## src/rtl/arb_mux_n_pkg.sv

```systemverilog
// ----------------------------------------------------------------------------
// arb_mux_n_pkg
// Shared bus-width constants and helpers for the N-channel arbiter/mux slice.
//   ADDRESS_BUS_WIDTH : default address width of one beat
//   DATA_BUS_WIDTH    : default data width of one beat
//   MAX_ARB_CH        : largest channel count the arbiter is meant to serve
//   lock_state_e      : grant-lock state used when ARB_MUX_LOCK_EN is defined
//   sel_width()       : grant index width for a given channel count (min 1)
// ----------------------------------------------------------------------------
package arb_mux_n_pkg;

   localparam int ADDRESS_BUS_WIDTH = 32;
   localparam int DATA_BUS_WIDTH    = 32;
   localparam int MAX_ARB_CH        = 16;

   typedef enum logic {
      LOCK_OPEN = 1'b0,
      LOCK_HELD = 1'b1
   } lock_state_e;

   // A single channel still needs a 1-bit index so ports never collapse to zero width.
   function automatic int sel_width(input int n);
      return (n > 1) ? $clog2(n) : 1;
   endfunction

endpackage

```

## src/rtl/arb_mux_n_rr_arbiter.sv

```systemverilog
// ----------------------------------------------------------------------------
// rr_arbiter
// Combinational round-robin priority search. Starting just after the last
// granted channel (ptr) and wrapping at NUM_CH-1 -> 0, the first requesting
// channel wins. Works for any NUM_CH, including non-power-of-2 counts.
// Ports:
//   req          in  NUM_CH  eligible requests
//   ptr          in  SEL_W   index of the most recently granted channel
//   grant_onehot out NUM_CH  one-hot winner, zero when nobody requests
//   grant_idx    out SEL_W   binary winner index, zero when nobody requests
// ----------------------------------------------------------------------------
module rr_arbiter
   import arb_mux_n_pkg::*;
#(
   parameter int NUM_CH = 4,
   parameter int SEL_W  = sel_width(NUM_CH)
) (
   input  logic [NUM_CH-1:0] req,
   input  logic [SEL_W-1:0]  ptr,
   output logic [NUM_CH-1:0] grant_onehot,
   output logic [SEL_W-1:0]  grant_idx
);

   // Two passes instead of a rotate: first the channels above ptr, then the
   // wrapped channels at or below ptr. This keeps every index a loop constant
   // and wraps cleanly for non-power-of-2 NUM_CH.
   always_comb begin
      logic found;
      found        = 1'b0;
      grant_onehot = '0;
      grant_idx    = '0;
      for (int i = 0; i < NUM_CH; i++) begin
         if (!found && req[i] && (i > int'(ptr))) begin
            found           = 1'b1;
            grant_onehot[i] = 1'b1;
            grant_idx       = SEL_W'(i);
         end
      end
      for (int i = 0; i < NUM_CH; i++) begin
         if (!found && req[i] && (i <= int'(ptr))) begin
            found           = 1'b1;
            grant_onehot[i] = 1'b1;
            grant_idx       = SEL_W'(i);
         end
      end
   end

endmodule

```

## src/rtl/arb_mux_n.sv

```systemverilog
// ----------------------------------------------------------------------------
// arb_mux_n
// N-channel round-robin arbiter with a 1-deep registered output mux for
// address+data beats. Sits between several bus masters and one bus port.
// Optional feature: define ARB_MUX_LOCK_EN to add req_lock, which lets a
// channel hold the grant across several beats.
// Ports:
//   clk, rst_n    clock, asynchronous active-low reset
//   req_valid     in  NUM_CH     per-channel beat valid
//   req_ready     out NUM_CH     per-channel accept, one-hot or zero
//   req_addr      in  NUM_CH*AW  channel i at [i*AW +: AW]
//   req_data      in  NUM_CH*DW  channel i at [i*DW +: DW]
//   req_lock      in  NUM_CH     hold-grant request (ARB_MUX_LOCK_EN only)
//   out_valid     out 1          output register holds a beat
//   out_ready     in  1          downstream accepts the beat
//   out_addr      out AW         registered address
//   out_data      out DW         registered data
//   out_grant     out SEL_W      source channel of the registered beat
// ----------------------------------------------------------------------------
module arb_mux_n
   import arb_mux_n_pkg::*;
#(
   parameter int NUM_CH = 4,
   parameter int AW     = ADDRESS_BUS_WIDTH,
   parameter int DW     = DATA_BUS_WIDTH,
   parameter int SEL_W  = sel_width(NUM_CH)
) (
   input  logic                 clk,
   input  logic                 rst_n,
   input  logic [NUM_CH-1:0]    req_valid,
   output logic [NUM_CH-1:0]    req_ready,
   input  logic [NUM_CH*AW-1:0] req_addr,
   input  logic [NUM_CH*DW-1:0] req_data,
`ifdef ARB_MUX_LOCK_EN
   input  logic [NUM_CH-1:0]    req_lock,
`endif
   output logic                 out_valid,
   input  logic                 out_ready,
   output logic [AW-1:0]        out_addr,
   output logic [DW-1:0]        out_data,
   output logic [SEL_W-1:0]     out_grant
);

   logic [SEL_W-1:0]  rr_ptr_q, rr_ptr_d;
   logic              out_valid_q, out_valid_d;
   logic [AW-1:0]     out_addr_q, out_addr_d;
   logic [DW-1:0]     out_data_q, out_data_d;
   logic [SEL_W-1:0]  out_grant_q, out_grant_d;
   logic [NUM_CH-1:0] eligible;
   logic [NUM_CH-1:0] win_onehot;
   logic [SEL_W-1:0]  win_idx;
   logic [AW-1:0]     mux_addr;
   logic [DW-1:0]     mux_data;
   logic              load_en;
   logic              xfer;

   // rst_n is folded in so no channel sees an accept while reset is held.
   assign load_en = rst_n && (!out_valid_q || out_ready);

`ifdef ARB_MUX_LOCK_EN
   lock_state_e      lock_q, lock_d;
   logic [SEL_W-1:0] lock_owner_q, lock_owner_d;

   // While locked only the owner may compete, even when it is idle.
   assign eligible = (lock_q == LOCK_HELD) ?
                     (req_valid & (NUM_CH'(1) << lock_owner_q)) : req_valid;
`else
   assign eligible = req_valid;
`endif

   rr_arbiter #(
      .NUM_CH (NUM_CH),
      .SEL_W  (SEL_W)
   ) u_rr_arbiter (
      .req          (eligible),
      .ptr          (rr_ptr_q),
      .grant_onehot (win_onehot),
      .grant_idx    (win_idx)
   );

   assign req_ready = load_en ? win_onehot : '0;
   assign xfer      = |req_ready;

   // One-hot AND-OR slice mux of the winning channel's address and data.
   always_comb begin
      mux_addr = '0;
      mux_data = '0;
      for (int i = 0; i < NUM_CH; i++) begin
         if (win_onehot[i]) begin
            mux_addr = req_addr[i*AW +: AW];
            mux_data = req_data[i*DW +: DW];
         end
      end
   end

   // Output register and pointer: load on transfer, drop valid on a bare
   // drain (fields hold), freeze everything on a stall.
   always_comb begin
      rr_ptr_d    = rr_ptr_q;
      out_valid_d = out_valid_q;
      out_addr_d  = out_addr_q;
      out_data_d  = out_data_q;
      out_grant_d = out_grant_q;
      if (xfer) begin
         rr_ptr_d    = win_idx;
         out_valid_d = 1'b1;
         out_addr_d  = mux_addr;
         out_data_d  = mux_data;
         out_grant_d = win_idx;
      end else if (out_ready) begin
         out_valid_d = 1'b0;
      end
   end

`ifdef ARB_MUX_LOCK_EN
   // Any transfer while locked comes from the owner, so a transfer without
   // req_lock always leaves the lock open.
   always_comb begin
      lock_d       = lock_q;
      lock_owner_d = lock_owner_q;
      if (xfer) begin
         if (|(req_lock & win_onehot)) begin
            lock_d       = LOCK_HELD;
            lock_owner_d = win_idx;
         end else begin
            lock_d = LOCK_OPEN;
         end
      end
   end
`endif

   // rr_ptr resets to the last channel so channel 0 has first priority.
   always_ff @(posedge clk or negedge rst_n) begin
      if (!rst_n) begin
         rr_ptr_q     <= SEL_W'(NUM_CH - 1);
         out_valid_q  <= 1'b0;
         out_addr_q   <= '0;
         out_data_q   <= '0;
         out_grant_q  <= '0;
`ifdef ARB_MUX_LOCK_EN
         lock_q       <= LOCK_OPEN;
         lock_owner_q <= '0;
`endif
      end else begin
         rr_ptr_q     <= rr_ptr_d;
         out_valid_q  <= out_valid_d;
         out_addr_q   <= out_addr_d;
         out_data_q   <= out_data_d;
         out_grant_q  <= out_grant_d;
`ifdef ARB_MUX_LOCK_EN
         lock_q       <= lock_d;
         lock_owner_q <= lock_owner_d;
`endif
      end
   end

   assign out_valid = out_valid_q;
   assign out_addr  = out_addr_q;
   assign out_data  = out_data_q;
   assign out_grant = out_grant_q;

endmodule
```

## config.mk

```make
export PLATFORM = sky130hd
export DESIGN_NAME = arb_mux_n
export DESIGN_NICKNAME = d
export VERILOG_FILES = /design/src/rtl/arb_mux_n_pkg.sv /design/src/rtl/arb_mux_n_rr_arbiter.sv /design/src/rtl/arb_mux_n.sv
export SDC_FILE = /design/constraint.sdc
export NUM_CORES = 1
export LEC_CHECK = 0
export ABC_AREA = 1
export CAP_MARGIN = 5
export CORE_AREA = 2 2 128 130
export DETAILED_ROUTE_END_ITERATION = 16
export DIE_AREA = 0 0 130 132
export GPL_TIMING_DRIVEN = 0
export PLACE_DENSITY = 0.74
export SLEW_MARGIN = 20
export SYNTH_ARGS = -nofsm -noshare
export SYNTH_HDL_FRONTEND = slang
export SYNTH_HIERARCHICAL = 1
export SYNTH_SLANG_ARGS = --single-unit
```

## constraint.sdc

```tcl
create_clock -name clk -period 2.4 [get_ports clk]
set_input_delay 0.36 -clock clk [delete_from_list [all_inputs] [get_ports clk]]
set_output_delay 0.36 -clock clk [all_outputs]
set_load 0.05 [all_outputs]
```

==> impl_metrics.json, run 1 <==
{
  "worst_path_largest_cell_delay_ns": 0.56,
  "synth_area_per_cell_sq_um": 5.83,
  "worstPathArrival_ns": 2.00,
  "initial_utilization_pct": 33.4,
  "overflow": 0,
  "dp_hpwl_um": 18000,
  "hold_viol": 0,
  "grt_pass1_wl_um": 35100,
  "outcome": "finished clean",
  "grt_pass1_vias": 6692,
  "path_max_fanout": 5,
  "leakagePower_nw": 4.54,
  "ctsLongestPathBuffers": 2,
  "cts_tree": "yes",
  "diodes": 0,
  "swShare_pct": 52.1,
  "pre_cts_ws_ns": -1.08,
  "core-area_sq_um": 15700,
  "synth-seq-cells": 69,
  "htreeDepth": 3,
  "io_pins": 334,
  "viasPerCell": 4.89,
  "n_fill_cell": 1505,
  "areaGrowthSynthToFinish_pct": 78.0,
  "r2r_setup_slack_ns": 0.12,
  "wl_per_cell_um": 16.0,
  "vdd_ir_drop_max_v": 0.000681,
  "slew_headroom_pct": 60.5,
  "ant_nets": 0,
  "cts.sinks": 69,
  "netlist_area_sq_um": 5250,
  "dieArea_sq_um": 17200,
  "grt_start_max_net_pins": 39,
  "tightestPinTransition_ns": 0.591,
  "grt_use_total_pct": 26.3,
  "drive_above_1_share_pct": 8.62,
  "fmax_mhz": 424,
  "seqPwrFrac_pct": 18.6,
  "dp_cells": 1450,
  "power_density_nw_per_um2": 1150,
  "setup_violations": 0,
  "core.rowCount": 46,
  "post-route-min-period_ns": 2.36,
  "ctsHoldBuffers": 0,
  "route.detailed.drc": 0,
  "p_sw_w": 0.00559,
  "num_vias": 7187,
  "die_width_um": 130,
  "antenna_found_initial": 1,
  "drt_wl_total_um": 23400,
  "seq_area_frac_synth_pct": 33.0,
  "critPathSlowestCell": "dfstp_2",
  "dr.pass1.iters": 5,
  "cts_inserted_buffers": 9,
  "drtIter0Drc": 357,
  "layout_setup_ws_ns": 0.0422,
  "combPwrFrac_pct": 68.9,
  "path_class": "reg2out",
  "report.final.slew_viol_count": 0,
  "synth_warnings": 6,
  "p_int_w": 0.00514,
  "critical-path-top-delay-family": "simple AND/OR/NAND/NOR gates",
  "rsz0062_at_grt": "yes",
  "synth.distinct_cells": 22,
  "critPathRequiredTime_ns": 2.04,
  "cp_cell_sequence": "nand2_2 > nand2_4 > nand3_2 > nor2_2 > nand4_1 > nand2_2 > buf_12 > inv_2 > nor2_2 > buf_6",
  "multi_input_area_sq_um": 3170,
  "clk_pin_slew_ns": 0.06,
  "die_height_um": 132,
  "hp-class": "in2async",
  "crit_path_end_kind": "output port",
  "crit_path_start_kind": "register",
  "gp_congestion": 0.922,
  "final_common_cell": "nand2_1",
  "syn_inst": 900,
  "period_share_pct": 98.2,
  "clock_latency_ns": 0.33,
  "regArea_sq_um": 1730,
  "path_buf_inv": 3,
  "finalPower_w": 0.0107,
  "syn_nets": 1163,
  "maxCapViolations": 0,
  "portBuffers": 333,
  "layout_common_cells": "nand2_1, clkdlybuf4s50_1, nor2_1, nand3_1, dfrtp_1",
  "clockPowerShare_pct": 12.5,
  "stdcell_count": 1469,
  "skew_ns": 0.00546,
  "final_nets": 1511,
  "clockRootBuffer": "clkbuf_16"
}
per-stage QoR:
| step | utilization (%) | area (sq um) | setup TNS, ns | hold WS (ns) |
|---|---|---|---|---|
| 2_1_floorplan | - | 5250 | 0 | 0.0644 |
| 3_5_place_dp | 56.5 | 8870 | -21.25 | 0.371 |
| 3_3_place_gp | 56.3 | 8850 | -312.28 | 0.492 |
| 4_1_cts | 58.6 | 9210 | 0 | 0.0113 |
| 6_report | 59.4 | 9340 | 0 | 0.00397 |
| 5_1_grt | 59.4 | 9340 | -0.556 | 0.0371 |
Yosys cell counts (all sizes together):
library cell,number,area [sq um]
clkbuf,16,60.1
dfrtp,67,1680
nand3,134,676
o21ai,2,10.0
nand4,3,25.0
nand2,403,1530
nor2,140,528
inv,12,45.0
a31oi,1,6.26
o211ai,2,25.0
dfstp,2,52.6
buf,54,295
a21oi,64,320
kinds of logic after synthesis:
kind of cell,count (synthesis),share of synthesized area (%)
simple gates,680,52.5
buf+inv,82,7.63
flops,69,33.0
compound gates,69,6.89
registers in the layout, indices dropped and copies added (netlist names):
register   cells
out_addr      32
out_grant      2
rr_ptr_q       2
out_data      32
out_valid      1
per-layer routing:
| layer | routed length, um | vias to the layer above | track usage [%] |
|---|---|---|---|
| li1 | - | 3558 | - |
| met1 | 9450 | 3274 | 32.0 |
| met2 | 11300 | 304 | 44.4 |
| met3 | 1920 | 51 | 6.78 |
| met4 | 750 | 0 | 10.2 |
| met5 | 0 | - | 0 |
final cells by class:
class,count,area share (%)
Tap cell,216,2.90
Clock inverter,1,0.322
Timing Repair Buffer,342,36.6
Inverter,12,0.483
Clock buffer,15,2.87
Sequential cell,69,18.5
Multi-Input combinational cell,749,34.0
Buffer,65,4.34
worst paths after layout:
| kind | start | endpoint | depth (start not counted) |
|---|---|---|---|
| min in group clk | out_addr[1] | out_addr[1] | 2 |
| setup / recovery | rr_ptr_q[1] | req_ready[3] | 10 |
| setup reg to reg | rr_ptr_q[1] | out_data[31] | 15 |
| max in group asynchronous | rst_n | rr_ptr_q[0] | 2 |
| hold / removal | rst_n | out_data[31] | 1 |
| hold reg to reg | out_addr[1] | out_addr[1] | 2 |
power groups by stage:
stage,combinational (W),clock [W],sequential [W]
global route,0.00802,0.00143,0.00206
CTS,0.00728,0.00137,0.00200
global placement,0.00714,0,0.00200
floorplan,0.00301,0,0.00363
detailed placement,0.00721,0,0.00200
finish,0.00740,0.00134,0.00200
what timing repair did:
action / in CTS / in global routing
setup buffers: 1 / 7
endpoints found under the hold margin: 0 / 0
setup endpoints to repair: 20 / 63
pin swaps: 0 / 5
resized for setup: 41 / 34
Power figures use the tool's default switching activity.
==> run 2: changes to the inputs <==
CORE_AREA = 2 2 131 133   (was 2 2 128 130)
DIE_AREA = 0 0 133 135   (was 0 0 130 132)
TNS_END_PERCENT = 10   (was unset)
clock period = 1.9 ns   (was 2.4 ns; I/O delays follow)
==> run 2 against run 1 <==
The flow now finishes with violations (negative setup slack). Global-route usage increased by 0.36 points. Combinational power grew 42%. First-iteration DRC count up 48%. Sequential share of layout area down 1.4 points. Final cell count up 2.2%. Critical path type unchanged. Critical endpoint unchanged.
==> impl_metrics.json, run 2 (synthesized netlist as in run 1, its figures left out) <==
{
  "num_vias": 7289,
  "initial_utilization_pct": 32.0,
  "die_width_um": 133,
  "period_share_pct": 128,
  "htreeDepth": 3,
  "die_height_um": 135,
  "p_sw_w": 0.00747,
  "cts_inserted_buffers": 9,
  "final_core_util_pct": 61.7,
  "vdd_ir_drop_max_v": 0.000840,
  "clockRootBuffer": "clkbuf_16",
  "core.rowCount": 47,
  "clk_pin_slew_ns": 0.05,
  "layout_setup_ws_ns": -0.523,
  "post-route-min-period_ns": 2.42,
  "viasPerCell": 4.85,
  "antenna_found_initial": 0,
  "clockPowerShare_pct": 11.0,
  "io_pins": 334,
  "path_max_fanout": 4,
  "seqPwrFrac_pct": 17.3,
  "core-area_sq_um": 16400,
  "grt_start_max_net_pins": 37,
  "outcome": "finished, violations left",
  "ctsLongestPathBuffers": 2,
  "maxCapViolations": 0,
  "final_common_cell": "nand2_1",
  "leakagePower_nw": 4.86,
  "grt_use_total_pct": 26.7,
  "setup_violations": 73,
  "pre_cts_ws_ns": -1.26,
  "drtIter0Drc": 528,
  "grt_pass1_wl_um": 37600,
  "n_fill_cell": 1486,
  "diodes": 0,
  "power_density_nw_per_um2": 1450,
  "swShare_pct": 50.9,
  "areaGrowthSynthToFinish_pct": 92.9,
  "layout_common_cells": "nand2_1, clkdlybuf4s50_1, nand3_1, nor2_1, dfrtp_1",
  "route.detailed.drc": 0,
  "hold_viol": 0,
  "violations": "negative setup slack",
  "path_class": "reg2out",
  "skew_ns": 0.00321,
  "clock_latency_ns": 0.33,
  "hp-class": "in2async",
  "stdcell_count": 1502,
  "ant_nets": 0,
  "fin_area_sq_um": 10100,
  "portBuffers": 333,
  "drt_wl_total_um": 25200,
  "grt_pass1_vias": 6985,
  "worst-r2r-cell-count": 12,
  "report.final.slew_viol_count": 0,
  "final_nets": 1540,
  "cts.sinks": 69,
  "fmax_mhz": 413,
  "crit_path_end_kind": "output port",
  "critPathRequiredTime_ns": 1.62,
  "wl_per_cell_um": 16.8,
  "crit_path_start_kind": "register",
  "tightestPinTransition_ns": 0.591,
  "worstPathArrival_ns": 2.14,
  "place_area_sq_um": 8910,
  "overflow": 0,
  "setup_tns_ns": -22.22,
  "gp_congestion": 0.942,
  "slew_headroom_pct": 60.5,
  "dr.pass1.iters": 5,
  "p_int_w": 0.00721,
  "combPwrFrac_pct": 71.7,
  "dp_cells": 1454,
  "rsz0062_at_grt": "yes",
  "dp_hpwl_um": 18300,
  "cts_tree": "yes",
  "dieArea_sq_um": 18000,
  "drive_above_1_share_pct": 13.3
}
## run 2: critical path, cell delays in order (launching register included)
cell	delay (ns)
dfstp_2	0.59
nand2_4	0.09
nand2_4	0.10
nand3_2	0.10
nor2_2	0.09
nand4_1	0.17
nand2_2	0.18
buf_12	0.12
buf_8	0.09
inv_4	0.03
nor2_4	0.07
buf_6	0.16
## run 2: final cells by class
class	count	area [sq um]	area share, %
repair buffers	366	3770	37.2
multi-input cells	749	3300	32.6
clock buffers	13	270	2.67
clock inverters	3	20.0	0.198
inverters	12	47.5	0.470
well taps	220	275	2.72
plain buffers	70	711	7.03
flip-flops and latches	69	1730	17.1
## run 2: stage by stage
stage                     hold slack (ns)  power, W
final                               0.490    0.0147
after global routing                0.488    0.0157
after CTS                           0.471    0.0137
after detailed placement            0.295    0.0117
after global placement              0.492    0.0116
after floorplan                   -0.0106   0.00841
## run 2: path summary, 6_finish.rpt
path	start	endpoint	slack, ns
setup / recovery	rr_ptr_q[1]	req_ready[3]	-0.52
min in group clk	out_addr[29]	out_addr[29]	0.51
hold / removal	rst_n	rr_ptr_q[1]	0.49
hold reg to reg	out_addr[29]	out_addr[29]	0.51
max in group asynchronous	rst_n	rr_ptr_q[0]	1.14
setup reg to reg	rr_ptr_q[1]	out_addr[3]	-0.41
## run 2: what timing repair did
| item | CTS | global route |
|---|---|---|
| hold buffers | 2 | 0 |
| endpoints found under the hold margin | 36 | 0 |
| setup buffers | 9 | 17 |
| cloned | 0 | 4 |
| setup endpoints to repair | 73 | 73 |
| gates resized for setup | 82 | 162 |
| pin swaps | 5 | 22 |
## run 2: power by group through the flow
stage               registers [W]  logic [W]  clock network [W]
floorplan                 0.00458    0.00383                  0
CTS                       0.00252    0.00955            0.00165
detailed placement        0.00252    0.00920                  0
global route              0.00261     0.0113            0.00174
finish                    0.00253     0.0105            0.00162
global placement          0.00249    0.00912                  0
## run 2: routing by layer
layer / vias to the layer above / share of wire [%] / track usage, %
met1: 3336 / 41 / 33.0
met3: 38 / 8.0 / 6.64
met2: 307 / 48 / 45.9
met4: 0 / 2.0 / 8.60
met5: - / 0 / 0
li1: 3608 / - / -
